==> config.mk <==
export PLATFORM = sky130hd
export DESIGN_NAME = uart_tx_arbiter
export DESIGN_NICKNAME = d
export VERILOG_FILES = /design/src/rtl/uart_dbg_pkg.sv /design/src/rtl/rr_pick.sv /design/src/rtl/uart_tx_arbiter.sv
export SDC_FILE = /design/constraint.sdc
export NUM_CORES = 1
export LEC_CHECK = 0
export ABC_CLOCK_PERIOD_IN_PS = 3700
export BUFFER_PORTS_ARGS = -buffer_cell sky130_fd_sc_hd__buf_2
export CAP_MARGIN = 25
export CORE_UTILIZATION = 49
export DETAILED_ROUTE_END_ITERATION = 10
export PLACE_DENSITY = 0.91
export SYNTH_ARGS = -nofsm -noshare
export SYNTH_HDL_FRONTEND = slang
export SYNTH_SLANG_ARGS = --single-unit
==> constraint.sdc <==
create_clock -name clock -period 3.7 [get_ports clock]
set_input_delay 0.37 -clock clock [delete_from_list [all_inputs] [get_ports clock]]
set_output_delay 0.37 -clock clock [all_outputs]
set_load 0.03 [all_outputs]
==> src/rtl/uart_dbg_pkg.sv <==
// rtl/uart_dbg_pkg.sv - shared encodings for the UART TX debug arbiter
package uart_dbg_pkg;

  typedef enum logic [1:0] {
    ST_IDLE = 2'd0,
    ST_OWN0 = 2'd1,
    ST_OWN1 = 2'd2
  } arb_state_t;

  localparam logic [1:0] GRANT_NONE = 2'b00;
  localparam logic [1:0] GRANT_0    = 2'b01;
  localparam logic [1:0] GRANT_1    = 2'b10;

  // Debug dump length; longer packets are cut off.
  localparam int MAX_PKT_DEFAULT = 96;

endpackage

==> src/rtl/rr_pick.sv <==
// rtl/rr_pick.sv - two-input round-robin selector
// i_last1 = 1 means requester 1 was served most recently, so requester 0 wins a tie.
module rr_pick
  import uart_dbg_pkg::*;
(
  input  logic       i_req0,
  input  logic       i_req1,
  input  logic       i_last1,
  output logic [1:0] o_pick
);

  always_comb begin
    o_pick = GRANT_NONE;
    if (i_req0 && i_req1) begin
      o_pick = i_last1 ? GRANT_0 : GRANT_1;
    end else if (i_req0) begin
      o_pick = GRANT_0;
    end else if (i_req1) begin
      o_pick = GRANT_1;
    end
  end

endmodule

==> src/rtl/uart_tx_arbiter.sv <==
// rtl/uart_tx_arbiter.sv - packet-level arbiter of two byte streams onto the UART TX FIFO
// Ownership lasts a whole packet; requests are only sampled while idle.
module uart_tx_arbiter
  import uart_dbg_pkg::*;
#(
  parameter int MAX_PKT = MAX_PKT_DEFAULT,
  parameter int CNT_W   = 8
) (
  input  logic             clock,
  input  logic             reset,
  input  logic             req0,
  input  logic             req0_valid,
  input  logic [7:0]       req0_data,
  input  logic             req0_last,
  output logic             req0_ready,
  input  logic             req1,
  input  logic             req1_valid,
  input  logic [7:0]       req1_data,
  input  logic             req1_last,
  output logic             req1_ready,
  input  logic             fifo_full,
  output logic             fifo_wr,
  output logic [7:0]       fifo_wdata,
  output logic [1:0]       grant,
  output logic             busy,
  output logic [CNT_W-1:0] byte_count,
  output logic             pkt_ovf
);

  localparam logic [CNT_W-1:0] MAX_CNT = CNT_W'(MAX_PKT);

  arb_state_t       r_state, w_state_next;
  logic             r_last1, w_last1_next;
  logic [CNT_W-1:0] r_count, w_count_next, w_count_inc;
  logic [1:0]       w_pick;
  logic             w_own0, w_own1, w_valid, w_last, w_accept, w_at_max, w_end;
  logic [7:0]       w_data;

  rr_pick u_rr_pick (
    .i_req0  (req0),
    .i_req1  (req1),
    .i_last1 (r_last1),
    .o_pick  (w_pick)
  );

  assign w_own0 = (r_state == ST_OWN0);
  assign w_own1 = (r_state == ST_OWN1);

  always_comb begin
    w_valid = 1'b0;
    w_last  = 1'b0;
    w_data  = 8'h00;
    if (w_own0) begin
      w_valid = req0_valid;
      w_last  = req0_last;
      w_data  = req0_data;
    end else if (w_own1) begin
      w_valid = req1_valid;
      w_last  = req1_last;
      w_data  = req1_data;
    end
  end

  assign req0_ready  = w_own0 && !fifo_full;
  assign req1_ready  = w_own1 && !fifo_full;
  assign w_accept    = w_valid && !fifo_full;
  assign w_count_inc = r_count + CNT_W'(1);
  assign w_at_max    = (w_count_inc == MAX_CNT);
  assign w_end       = w_accept && (w_last || w_at_max);

  assign fifo_wr    = w_accept;
  assign fifo_wdata = w_data;
  assign grant      = w_own0 ? GRANT_0 : (w_own1 ? GRANT_1 : GRANT_NONE);
  assign busy       = w_own0 || w_own1;
  // Count includes the byte being accepted this cycle.
  assign byte_count = w_accept ? w_count_inc : r_count;
  assign pkt_ovf    = w_accept && !w_last && w_at_max;

  always_comb begin
    w_state_next = r_state;
    w_last1_next = r_last1;
    w_count_next = r_count;
    case (r_state)
      ST_IDLE: begin
        w_count_next = '0;
        if (w_pick == GRANT_0) begin
          w_state_next = ST_OWN0;
        end else if (w_pick == GRANT_1) begin
          w_state_next = ST_OWN1;
        end
      end
      ST_OWN0, ST_OWN1: begin
        if (w_end) begin
          w_state_next = ST_IDLE;
          w_count_next = '0;
          w_last1_next = w_own1;
        end else if (w_accept) begin
          w_count_next = w_count_inc;
        end
      end
      default: begin
        w_state_next = ST_IDLE;
        w_count_next = '0;
      end
    endcase
  end

  always_ff @(posedge clock or posedge reset) begin
    if (reset) begin
      r_state <= ST_IDLE;
      r_last1 <= 1'b1;
      r_count <= '0;
    end else begin
      r_state <= w_state_next;
      r_last1 <= w_last1_next;
      r_count <= w_count_next;
    end
  end

endmodule

After elaboration in Yosys (flattened, before gate mapping)
Index checks and enable logic that the tools add are counted.
{"block": "totals", "regBits": 11, "in_bits": 25, "output_inout_bits": 23, "word_cells": 45}
{"block": "classes", "addsub": 1, "eq_ne": 7, "n_mux": 19, "reduce_logical": 15}
{"cell": "$mux W8", "count": 5}
{"cell": "$mux W2", "count": 9}
{"cell": "$add A8 B1 Y8 const B", "count": 1}
{"cell": "$eq A8 B7 Y1 const B", "count": 1}
{"cell": "$logic_and A1 B1 Y1", "count": 7}
{"cell": "$eq A2 B1 Y1 const B", "count": 2}
{"cell": "$eq A2 B2 Y1 const B", "count": 2}
{"cell": "$mux W1", "count": 4}
{"cell": "$pmux W2 S2", "count": 1}
{"cell": "$reduce_and A2 Y1", "count": 2}
{"cell": "$ne A3 B3 Y1 const B", "count": 1}
{"cell": "$logic_not A1 Y1", "count": 2}
{"cell": "$logic_not A2 Y1", "count": 1}
{"cell": "$logic_or A1 B1 Y1", "count": 2}
{"cell": "$ne A2 B2 Y1 const B", "count": 1}
{"cell": "$reduce_or A2 Y1", "count": 1}

Longest topological paths before layout
Gate-level depths: netlist of the first run.
{"block": "logic_depth", "ltp_word": 7, "mapped_depth": 10, "ltp_nobuf": 8}

Cells and area by module
From an unflattened synthesis of the first run, not the netlist that was laid out.
{"block": "hier_totals", "cells_unflattened": 121, "hier_area_um2": 1089.8}
{"module": "uart_tx_arbiter", "n_inst": 1, "cells_each": 118, "area_each_um2": 1071.0, "seq_area_each_um2": 276.5}
{"module": "rr_pick", "n_inst": 1, "cells_each": 3, "area_each_um2": 18.8, "seq_area_each_um2": 0.0}

Worst setup path before layout of the first run
Ideal clock, no wire load.
{"block": "synth_path", "kind": "flip-flop to output port", "startpoint": "reg r_state[1]", "endpoint": "out byte_count[6]", "arrival_time_ps": 2058, "t_required_ps": 3330, "setup_slack_ps": 1272, "stages_incl_launch_ff": 10, "path_buffers": 2, "cell_sequence": "dfrtp_1 -> inv_1 -> ha_1 -> buf_2 -> nand2_1 -> a21o_1 -> buf_2 -> inv_4 -> and4_1 -> xor2_1"}
{"block": "synth_via", "elab_cells_between_ends": 6, "classes_between": "2 x eq/ne; 3 x mux; 1 x reduce/logical"}
{"element": "from (decl)", "line": "uart_tx_arbiter.sv:32", "text": "arb_state_t r_state, w_state_next;"}
{"element": "from (signal assigned)", "line": "uart_tx_arbiter.sv:114", "text": "r_state <= w_state_next;"}
{"element": "$eq A2 B1 Y1", "line": "uart_tx_arbiter.sv:46", "text": "assign w_own0 = (r_state == ST_OWN0);"}
{"element": "via w_own0", "line": "uart_tx_arbiter.sv:36", "text": "logic w_own0, w_own1, w_valid, w_last, w_accept, w_at_max, w_end;"}
{"element": "$mux W1", "line": "uart_tx_arbiter.sv:53", "text": "if (w_own0) begin"}
{"element": "$logic_and A1 B1 Y1", "line": "uart_tx_arbiter.sv:66", "text": "assign w_accept = w_valid && !fifo_full;"}
{"element": "via fifo_wr", "line": "uart_tx_arbiter.sv:22", "text": "output logic fifo_wr,"}
{"element": "$mux W8"}
{"element": "to (decl)", "line": "uart_tx_arbiter.sv:26", "text": "output logic [CNT_W-1:0] byte_count,"}
The timed path passes the listed nets, and every way through them passes these cells.

Final worst setup path of the first run
{"block": "layout_path", "startpoint": "reg r_state[1]", "endpoint": "out byte_count[6]"}
{"block": "layout_via", "elab_chain_len": 5, "elab_cells_between_ends": 6, "classes_between": "2 x eq/ne; 3 x mux; 1 x reduce/logical"}
{"element": "$eq A2 B2 Y1", "line": "uart_tx_arbiter.sv:47", "text": "assign w_own1 = (r_state == ST_OWN1);"}
{"element": "$mux W1", "line": "uart_tx_arbiter.sv:57", "text": "end else if (w_own1) begin"}
{"element": "$mux W1 *", "line": "uart_tx_arbiter.sv:53"}
{"element": "$logic_and A1 B1 Y1 *", "line": "uart_tx_arbiter.sv:66"}
{"element": "$mux W8 *"}
Every way passes the cells marked *; elsewhere a longest branch is shown, timed or not.

==> results of run 1 <==
## per-layer routing
layer	part of all wire (%)	up-vias
li1	-	503
met1	38	496
met2	51	56
met3	8.7	7
met4	2.2	0
met5	0	-
## critical path, delay by kind of cell (launching register included)
family	cells	cell delay [ps]
AO/OA/AOI/OAI	1	340
XOR/XNOR	1	140
adder cells (fa/ha/maj)	1	530
buffers and inverters	3	440
flip-flops	1	410
AND/OR/NAND/NOR	2	410
## per-stage QoR
stage	cells	hold slack, ps	util, %
after floorplan	117	222	-
after global placement	185	377	64.0
after detailed placement	185	391	64.0
after CTS	189	92.8	65.3
after global routing	189	121	65.3
final	189	68.2	65.3
## layout make-up
class | count | area [µm²] | area share (%)
clock buffers | 4 | 26.3 | 2.07
multi-input cells | 94 | 672 | 53.0
well taps | 27 | 33.8 | 2.66
inverters | 6 | 25.0 | 1.97
flip-flops and latches | 11 | 277 | 21.8
repair buffers | 47 | 235 | 18.5
## kinds of logic (layout without fill, tap and decap cells)
logic type                 after synthesis  count (layout)  share of synthesized area [%]
and+or+nand+nor                         53              53                           29.4
AOI/OAI and AO/OA                       26              26                           21.7
buffers and inverters                   12              57                           5.84
DFF                                     11              11                           27.5
xor gates and xnor gates                 8               8                           6.96
adders and majority gates                6               6                           7.45
muxes                                    1               1                           1.12
## placed cells by master, fill, tap and decap left out, types with 4 or more instances in the layout
cell type	count
nor3_1	5
nand3_1	4
dfrtp_1	10
nand2_1	16
and2_1	8
xor2_1	5
ha_1	6
inv_1	5
o21ai_0	7
buf_2	47
a22o_1	4
nor2b_1	5
## report_power, final
part / switching [W] / internal (W) / leakage [nW]
clock network: 0.0000456 / 0.0000419 / 0.0150
registers: 0.0000174 / 0.000138 / 0.148
logic: 0.000361 / 0.000172 / 0.513
total: 0.000424 / 0.000352 / 0.676
## flip-flops by register name, indices dropped and copies added, names as in the netlist
signal / cells
r_count: 8
r_state: 2
r_last1: 1
## final timing paths
kind / startpoint / to / slack [ps]
min reg2reg: r_state[1]$_DFFE_PP0P_ / r_state[1]$_DFFE_PP0P_ / 610
min in group clock: req1 / r_state[1]$_DFFE_PP0P_ / 390
max reg2reg: r_state[1]$_DFFE_PP0P_ / r_state[0]$_DFFE_PP0P_ / 1280
max in group asynchronous: reset / r_last1$_DFFE_PP1P_ / 3300
min: reset / r_count[1]$_DFF_PP0_ / 70
max: r_state[1]$_DFFE_PP0P_ / byte_count[6] / 790
==> run_results.csv, run 1 <==
group,metric,value,unit
status,status,"complete, no violations",
cts,clk_pin_slew_worst_paths,80,ps
cells_and_area,layout.nets,194,
setup_path,max_stage_delay,530,ps
power,p_total,0.000776,W
cts,numClockSinks,11,
detailed_routing,dr.pass1.iters,4,
grt,globalRoute.totalOverflow,0,
grt,grt_pass1_vias,987,
detailed_routing,avgRoutedWirePerCell,13.6,µm
cells_and_area,final_layout_size_suffix_gt1_share,37.0,%
synthesis,netlist_area,0.00101,mm²
timing,relSlewSlack,61.8,%
synthesis,synth-edff-count,0,
floorplanning,start_util,51.9,%
floorplanning,fp.coreArea,0.00194,mm²
synthesis,ys_warn_count,0,
cts,post_cts_buffers,0,
cts,h-tree-depth,1,
cells_and_area,nFillCells,165,
synthesis,synth_common_cells,"nand2_1, dfrtp_1, and2_1",
detailed_routing,viasPerCell,5.62,
synthesis,synth_flop_cell,"dfrtp_1",
synthesis,synth.most_common_cell,"nand2_1",
grt,grt_pass1_wl,3800,µm
placed_design,gp_congestion,0.837,
synthesis,ys_async_sr_fraction,100,%
synthesis,syn_area_per_cell,8.61,µm²
placed_design,dpl_cell_area,0.00124,mm²
timing,min_period_over_period,78.7,%
power,p_per_area,612,mW/mm²
setup_path,start_kind,"flop",
cts,clk_latency,280,ps
timing,finalHoldViolCount,0,
floorplanning,pin_count,48,
setup_path,end_kind,"output port",
timing,setup_tns,0,ps
timing,fin_skew,2.80,ps
grt,use_met3,4.23,%
cts,postCtsHoldBufs,0,
timing,setup_slack,788,ps
placed_design,portBuffers,47,
placed_design,pre_cts_ws,1100,ps
cells_and_area,n_antenna_cell,0,
grt,grtUsageMet1,23.4,%
placed_design,detailed_place_hpwl,2010,µm
cts,cts-resized-gates,0,
floorplanning,die_w,47.3,µm
synthesis,synth_seq_cells,11,
timing,fmax,0.343,GHz
grt,antenna_found_initial,0,
floorplanning,dieArea,0.00224,mm²
detailed_routing,initialDrtViolationCount,19,
detailed_routing,drcViolationCount,0,
timing,maxSlewViolCount,0,
floorplanning,num_rows,16,
min_path,hold_class,"in2async",
grt,grt_usage,24.8,%
setup_path,cp_max_fo,21,
cts,clk_path_buf_depth,2,
timing,fin_crit,2910,ps
timing,worstMarginPinSlew,573,ps
floorplanning,fp.dieH,47.3,µm
grt,use_met2,49.0,%
setup_path,path_class,"reg2out",
cts,cts_tree,"done",
cells_and_area,area_growth,26.0,%
timing,grt_setup_unrepaired,"no",
grt,busiest_layer,"met2",
detailed_routing,ant_nets,0,
synthesis,synth_top_area_share,24.8,%
power,p_leak,0.676,nW
detailed_routing,drt-total-wl,2580,µm
setup_path,crit_chain,"inv_1 -> ha_1 -> nand3b_1 -> a21o_1 -> inv_4 -> and4_1 -> xor2_1 -> buf_2",
synthesis,postSynthCellCount,117,
setup_path,cp.arrival,2540,ps
power,ir_drop,0.352,mV
synthesis,synth_area_leader_cell,"dfrtp_1",
setup_path,critPathSlowestCell,"ha_1",
cts,cts-root-buf,"clkbuf_4",
setup_path,reg2regPathDepth,7,
setup_path,critical_path_required,3330,ps
cts,cts_buffers,3,
synthesis,synth_nets,148,
grt,grt_max_degree,22,
synthesis,synth_cell_types,43,
synthesis,synthTopCellsByArea,"dfrtp_1, ha_1, nand2_1",
cells_and_area,final_area,0.00127,mm²
synthesis,yosysSeqAreaShare,27.5,%
flow_run,max_cap_viol_count,0,
timing,finalSetupViolations,0,
detailed_routing,vias,1062,
No activity file was read; power rests on OpenSTA's default activity.
==> run 2, diff against run 1 <==
- ABC_CLOCK_PERIOD_IN_PS: 3700 -> 2900
- CORE_UTILIZATION: 49 -> 46
- PLACE_DENSITY: 0.91 -> 0.86
- clock period: 3.7 -> 2.9 ns (I/O delays scaled with it)
==> run 2 against run 1 <==
Against the previous run:
- the flow now finishes with violations (negative hold slack)
- cell count up 0.53%
- sequential share of layout area down 0.13 points
- via count down 1.7%
- non-clock buffer count up 1
- worst setup slack worse by 530 ps
- clock-buffer cell count unchanged
- critical path type unchanged
- critical endpoint unchanged
==> run_results.csv, run 2 (synthesized netlist as in run 1, its figures left out) <==
group,metric,value,unit
power,p_leak,0.681,nW
status,violations,"negative hold slack",
detailed_routing,avgRoutedWirePerCell,12.5,µm
detailed_routing,drt-total-wl,2380,µm
cells_and_area,largest_register,"r_count",
cts,cts-resized-gates,0,
grt,grt_max_degree,12,
placed_design,gp_congestion,0.867,
power,clkPwrFrac,10.9,%
cells_and_area,reg.largest.list,"r_count x8, r_state x2, r_last1 x1",
setup_path,path_class,"reg2out",
floorplanning,num_rows,16,
floorplanning,fp.dieH,48.8,µm
setup_path,critical_path.top_delay_family,"buffers and inverters",
grt,globalRoute.totalOverflow,0,
timing,min_period_over_period,90.9,%
floorplanning,fp.coreArea,0.00200,mm²
setup_path,cp_max_fo,11,
cells_and_area,layout.nets,195,
cts,clk_path_buf_depth,2,
placed_design,portBuffers,47,
setup_path,end_kind,"output port",
timing,relSlewSlack,70.6,%
setup_path,start_kind,"flop",
setup_path,crit_chain,"inv_1 -> ha_1 -> nand3b_1 -> a21o_1 -> inv_4 -> and4_1 -> xor2_1 -> buf_2",
timing,setup_tns,0,ps
flow_run,max_cap_viol_count,0,
grt,grt_pass1_wl,4040,µm
setup_path,max_stage_delay,420,ps
power,pwr-share-seq,19.9,%
cells_and_area,final_cells,190,
floorplanning,start_util,50.3,%
timing,grt_setup_unrepaired,"no",
cts,cts-root-buf,"clkbuf_4",
cells_and_area,multi_input_area,672,µm²
cells_and_area,n_antenna_cell,0,
power,p_int,0.000455,W
grt,grt_usage,21.6,%
timing,worstMarginPinSlew,440,ps
detailed_routing,drcViolationCount,0,
timing,finalHoldViolCount,1,
cells_and_area,final_cell_mix,"buf_2, nand2_1, dfrtp_1, and2_1, o21ai_0",
grt,antenna_found_initial,0,
timing,hold_slack,-0.108,ps
cts,clk_latency,270,ps
cts,numClockSinks,11,
timing,fmax,0.379,GHz
timing,fin_crit,2640,ps
floorplanning,pin_count,48,
placed_design,detailed_place_hpwl,1910,µm
cts,cts_buffers,3,
power,ir_drop,0.405,mV
power,power_frac_comb,69.1,%
cells_and_area,largest_register_ffs,8,
cells_and_area,seqCellArea,277,µm²
detailed_routing,initialDrtViolationCount,15,
power,p_switching,0.000535,W
min_path,hold_class,"in2async",
timing,finalSetupViolations,0,
setup_path,crit_buf_inv,3,
cts,cts_tree,"done",
floorplanning,die_w,48.8,µm
floorplanning,dieArea,0.00238,mm²
cts,h-tree-depth,1,
setup_path,cp.arrival,2350,ps
power,p_per_area,776,mW/mm²
grt,grt_pass1_vias,992,
status,status,"complete, but fails checks",
timing,maxSlewViolCount,0,
setup_path,critPathSlowestCell,"dfrtp_1",
cells_and_area,final_layout_size_suffix_gt1_share,37.4,%
detailed_routing,dr.pass1.iters,4,
cells_and_area,final_common_cell,"buf_2",
setup_path,critical_path_required,2610,ps
cts,clk_pin_slew_worst_paths,70,ps
power,p_sw_share,54.1,%
placed_design,dp.cells,186,
detailed_routing,viasPerCell,5.49,
cts,postCtsHoldBufs,0,
cts,post_cts_buffers,0,
cells_and_area,nFillCells,175,
detailed_routing,ant_nets,0,
detailed_routing,vias,1044,
cells_and_area,area_growth,26.7,%
timing,fin_skew,3.56,ps
-- run 2: cell count changes in the layout (fill, tap and decap cells not counted) --
cell / delta
buf_4: +1
-- run 2: worst paths after layout --
kind	from	end	slack (ps)	cells past startpoint
setup reg to reg	r_state[1]$_DFFE_PP0P_	r_state[1]$_DFFE_PP0P_	680	7
hold / removal	reset	r_count[3]$_DFF_PP0_	-0.1	2
setup / recovery	r_state[1]$_DFFE_PP0P_	byte_count[6]	260	8
max in group asynchronous	reset	r_last1$_DFFE_PP1P_	2570	2
hold reg to reg	r_state[1]$_DFFE_PP0P_	r_state[1]$_DFFE_PP0P_	610	2
min in group clock	req1	r_state[1]$_DFFE_PP0P_	310	3
-- run 2: layout make-up --
cell class / count / area share (%)
Timing Repair Buffer: 48 / 19.0
Clock buffer: 4 / 2.06
Tap cell: 27 / 2.65
Inverter: 6 / 1.96
Multi-Input combinational cell: 94 / 52.6
Sequential cell: 11 / 21.7
-- run 2: worst register-to-register path: stages, from the launching register on --
cell and delay, ps:
dfrtp_1 420, inv_1 110, ha_1 340, nand3b_1 150, a21o_1 350, o21ai_0 250, a31oi_4 320, o211ai_1 150
-- run 2: power groups by stage --
| stage | clock (W) | combinational [W] | sequential (W) |
|---|---|---|---|
| floorplan | 0 | 0.000531 | 0.000196 |
| global placement | 0 | 0.000671 | 0.000198 |
| detailed placement | 0 | 0.000691 | 0.000201 |
| CTS | 0.000110 | 0.000692 | 0.000198 |
| global route | 0.000121 | 0.000745 | 0.000201 |
| finish | 0.000108 | 0.000684 | 0.000198 |
-- run 2: per-layer routing --
layer  share of wire [%]  global-route usage, %  vias to the layer above
met4                 1.3                   8.82                        0
met3                  10                   5.92                        5
met2                  47                   38.0                       51
met1                  42                   24.4                      480
li1                    -                      -                      508
met5                   0                      0                        -
-- run 2: through the flow --
step / setup WS [ps] / util (%) / total power, W / instance area [µm²]
4_1_cts: 257 / 63.7 / 0.00100 / 1280
3_3_place_gp: 648 / 62.4 / 0.000869 / 1250
3_5_place_dp: 558 / 62.4 / 0.000892 / 1250
6_report: 263 / 63.7 / 0.000990 / 1280
2_1_floorplan: 552 / - / 0.000727 / 1010
5_1_grt: 71.9 / 63.7 / 0.00107 / 1280
==> run 3, diff against run 2 <==
- CORE_UTILIZATION: 46 -> 47
- PLACE_DENSITY: 0.86 -> 0.87
- SYNTH_HIERARCHICAL: not set -> 1
==> run 3 against run 2 <==
Against the previous run:
- the flow still finishes with violations (negative hold slack)
- clock skew shrank 2.1 ps
- via count is 1.3% higher
- global-route usage fell by 0.53 points
- critical path depth unchanged
- cell area is 6.3% higher
- flip-flop and latch count did not move
- worst setup slack improved by 69 ps
- clock power is essentially flat
- first-iteration DRC count increased by 20%
- critical path type unchanged
==> run_results.csv, run 3 <==
group,metric,value,unit
status,status,"complete, but fails checks",
status,violations,"negative hold slack",
cts,clk_latency,270,ps
cells_and_area,final_common_cell,"buf_2",
cts,clk_pin_slew_worst_paths,70,ps
placed_design,gp_congestion,0.869,
cells_and_area,reg.largest.list,"r_count x8, r_state x2, r_last1 x1",
cts,postCtsHoldBufs,0,
cts,h-tree-depth,1,
setup_path,path_class,"reg2out",
floorplanning,num_rows,17,
detailed_routing,viasPerCell,5.37,
synthesis,ys_warn_count,6,
synthesis,ys_async_sr_fraction,100,%
cells_and_area,layout.nets,202,
setup_path,cp.arrival,2280,ps
timing,setup_tns,0,ps
floorplanning,start_util,49.7,%
timing,hold_slack,-2.77,ps
synthesis,synth_flop_cell,"dfrtp_1",
synthesis,synth_top_area_share,23.0,%
power,p_per_area,676,mW/mm²
timing,fmax,0.389,GHz
power,p_leak,0.705,nW
flow_run,max_cap_viol_count,0,
detailed_routing,ant_nets,0,
min_path,hold_class,"in2async",
cells_and_area,largest_register_ffs,8,
setup_path,end_kind,"output port",
cells_and_area,final_layout_size_suffix_gt1_share,42.0,%
timing,maxSlewViolCount,0,
timing,min_period_over_period,88.6,%
grt,grt_pass1_vias,984,
synthesis,synth_common_cells,"nand2_1, dfrtp_1, and2_1",
timing,grt_setup_unrepaired,"no",
cells_and_area,n_antenna_cell,0,
detailed_routing,vias,1058,
placed_design,pre_cts_ws,635,ps
setup_path,crit_chain,"inv_1 -> ha_1 -> nand2_1 -> a21o_4 -> clkinv_4 -> and4_4 -> and4_1 -> buf_2",
detailed_routing,dr.pass1.iters,4,
synthesis,yosysSeqAreaShare,25.4,%
timing,worstMarginPinSlew,426,ps
floorplanning,die_w,50.2,µm
synthesis,synth_seq_cells,11,
synthesis,synthTopCellsByArea,"dfrtp_1, ha_1, nand2_1",
cells_and_area,area_growth,24.5,%
floorplanning,fp.coreArea,0.00219,mm²
cts,numClockSinks,11,
cts,post_cts_buffers,0,
grt,antenna_found_initial,0,
detailed_routing,avgRoutedWirePerCell,13.0,µm
timing,finalSetupViolations,0,
floorplanning,dieArea,0.00252,mm²
synthesis,syn_area_per_cell,9.01,µm²
cts,clk_path_buf_depth,2,
setup_path,critical_path.top_delay_family,"simple AND/OR/NAND/NOR gates",
cts,cts_tree,"done",
cells_and_area,final_cell_mix,"buf_2, nand2_1, dfrtp_1, and2_1",
setup_path,start_kind,"flop",
grt,grt_usage,21.0,%
floorplanning,fp.dieH,50.2,µm
synthesis,synth-edff-count,0,
setup_path,max_stage_delay,440,ps
cts,cts-root-buf,"clkbuf_4",
cts,cts-resized-gates,0,
synthesis,synth_area_leader_cell,"dfrtp_1",
timing,fin_crit,2570,ps
timing,finalHoldViolCount,4,
setup_path,critical_path_required,2610,ps
timing,setup_slack,332,ps
detailed_routing,drcViolationCount,0,
synthesis,netlist_area,0.00109,mm²
grt,grt_max_degree,13,
setup_path,crit_start,"r_state[1]$_DFFE_PP0P_",
synthesis,synth.most_common_cell,"nand2_1",
detailed_routing,initialDrtViolationCount,18,
setup_path,cp_max_fo,12,
setup_path,crit_buf_inv,3,
placed_design,portBuffers,47,
cells_and_area,fin_util,61.9,%
cells_and_area,largest_register,"r_count",
cts,cts_buffers,3,
synthesis,postSynthCellCount,121,
synthesis,synth_cell_types,43,
setup_path,critPathSlowestCell,"dfrtp_1",
cells_and_area,nFillCells,183,
placed_design,dp.cells,193,
cells_and_area,multi_input_area,733,µm²
power,ir_drop,0.400,mV
grt,grt_pass1_wl,4000,µm
floorplanning,pin_count,48,
detailed_routing,drt-total-wl,2550,µm
setup_path,crit-reg2reg-launch,"r_state[1]$_DFFE_PP0P_",
grt,globalRoute.totalOverflow,0,
cells_and_area,seqCellArea,277,µm²
timing,relSlewSlack,71.6,%
synthesis,synth_nets,153,
placed_design,detailed_place_hpwl,2060,µm
timing,fin_skew,1.48,ps
cells_and_area,final_cells,197,
[run 3: worst reg2reg max path, cell delays in order (launching register included)]
cell,delay (ps)
dfrtp_1,440
inv_1,100
ha_1,350
buf_4,230
nand3b_4,140
a221oi_2,80
nor2_2,250
a21boi_4,320
o211ai_2,120
[run 3: cell families after synthesis]
family                   share of synthesized area (%)
multiplexers                                      1.03
adder cells (fa/ha/maj)                           8.04
XOR/XNOR                                          7.12
flip-flops                                        25.4
buffers and inverters                             7.35
AO/OA/AOI/OAI                                     18.5
AND/OR/NAND/NOR                                   32.6
[run 3: stage by stage]
| stage | total power, W | area, µm² |
|---|---|---|
| 2_1_floorplan | 0.000672 | 1090 |
| 3_3_place_gp | 0.000792 | 1330 |
| 3_5_place_dp | 0.000813 | 1330 |
| 4_1_cts | 0.000921 | 1360 |
| 5_1_grt | 0.000975 | 1360 |
| 6_report | 0.000916 | 1360 |
[run 3: final cells by class]
type	count	area share [%]
tap	28	2.58
timing repair buffer	49	18.5
clock buffer	4	1.94
multi-input combinational	97	54.1
inverter	8	2.58
sequential	11	20.4
[run 3: routing by layer]
| metal | track usage, % | wire length [µm] |
|---|---|---|
| met1 | 20.8 | 1050 |
| met2 | 37.8 | 1240 |
| met3 | 3.94 | 185 |
| met4 | 16.7 | 76 |
| met5 | 0 | 0 |
[run 3: path summary, 6_finish.rpt]
kind / depth (start not counted) / to / slack, ps
setup / recovery: 8 / pkt_ovf / 330
hold / removal: 2 / r_count[6]$_DFF_PP0_ / -3
setup reg to reg: 8 / r_state[0]$_DFFE_PP0P_ / 740
hold reg to reg: 2 / r_last1$_DFFE_PP1P_ / 560
max in group asynchronous: 2 / r_last1$_DFFE_PP1P_ / 2570
min in group clock: 4 / r_last1$_DFFE_PP1P_ / 390
[run 3: power by group]
group / leakage, nW / internal, W / switching, W / total, W
sequential: 0.148 / 0.000177 / 0.0000253 / 0.000202
combinational: 0.542 / 0.000208 / 0.000400 / 0.000608
clock: 0.0150 / 0.0000533 / 0.0000531 / 0.000106
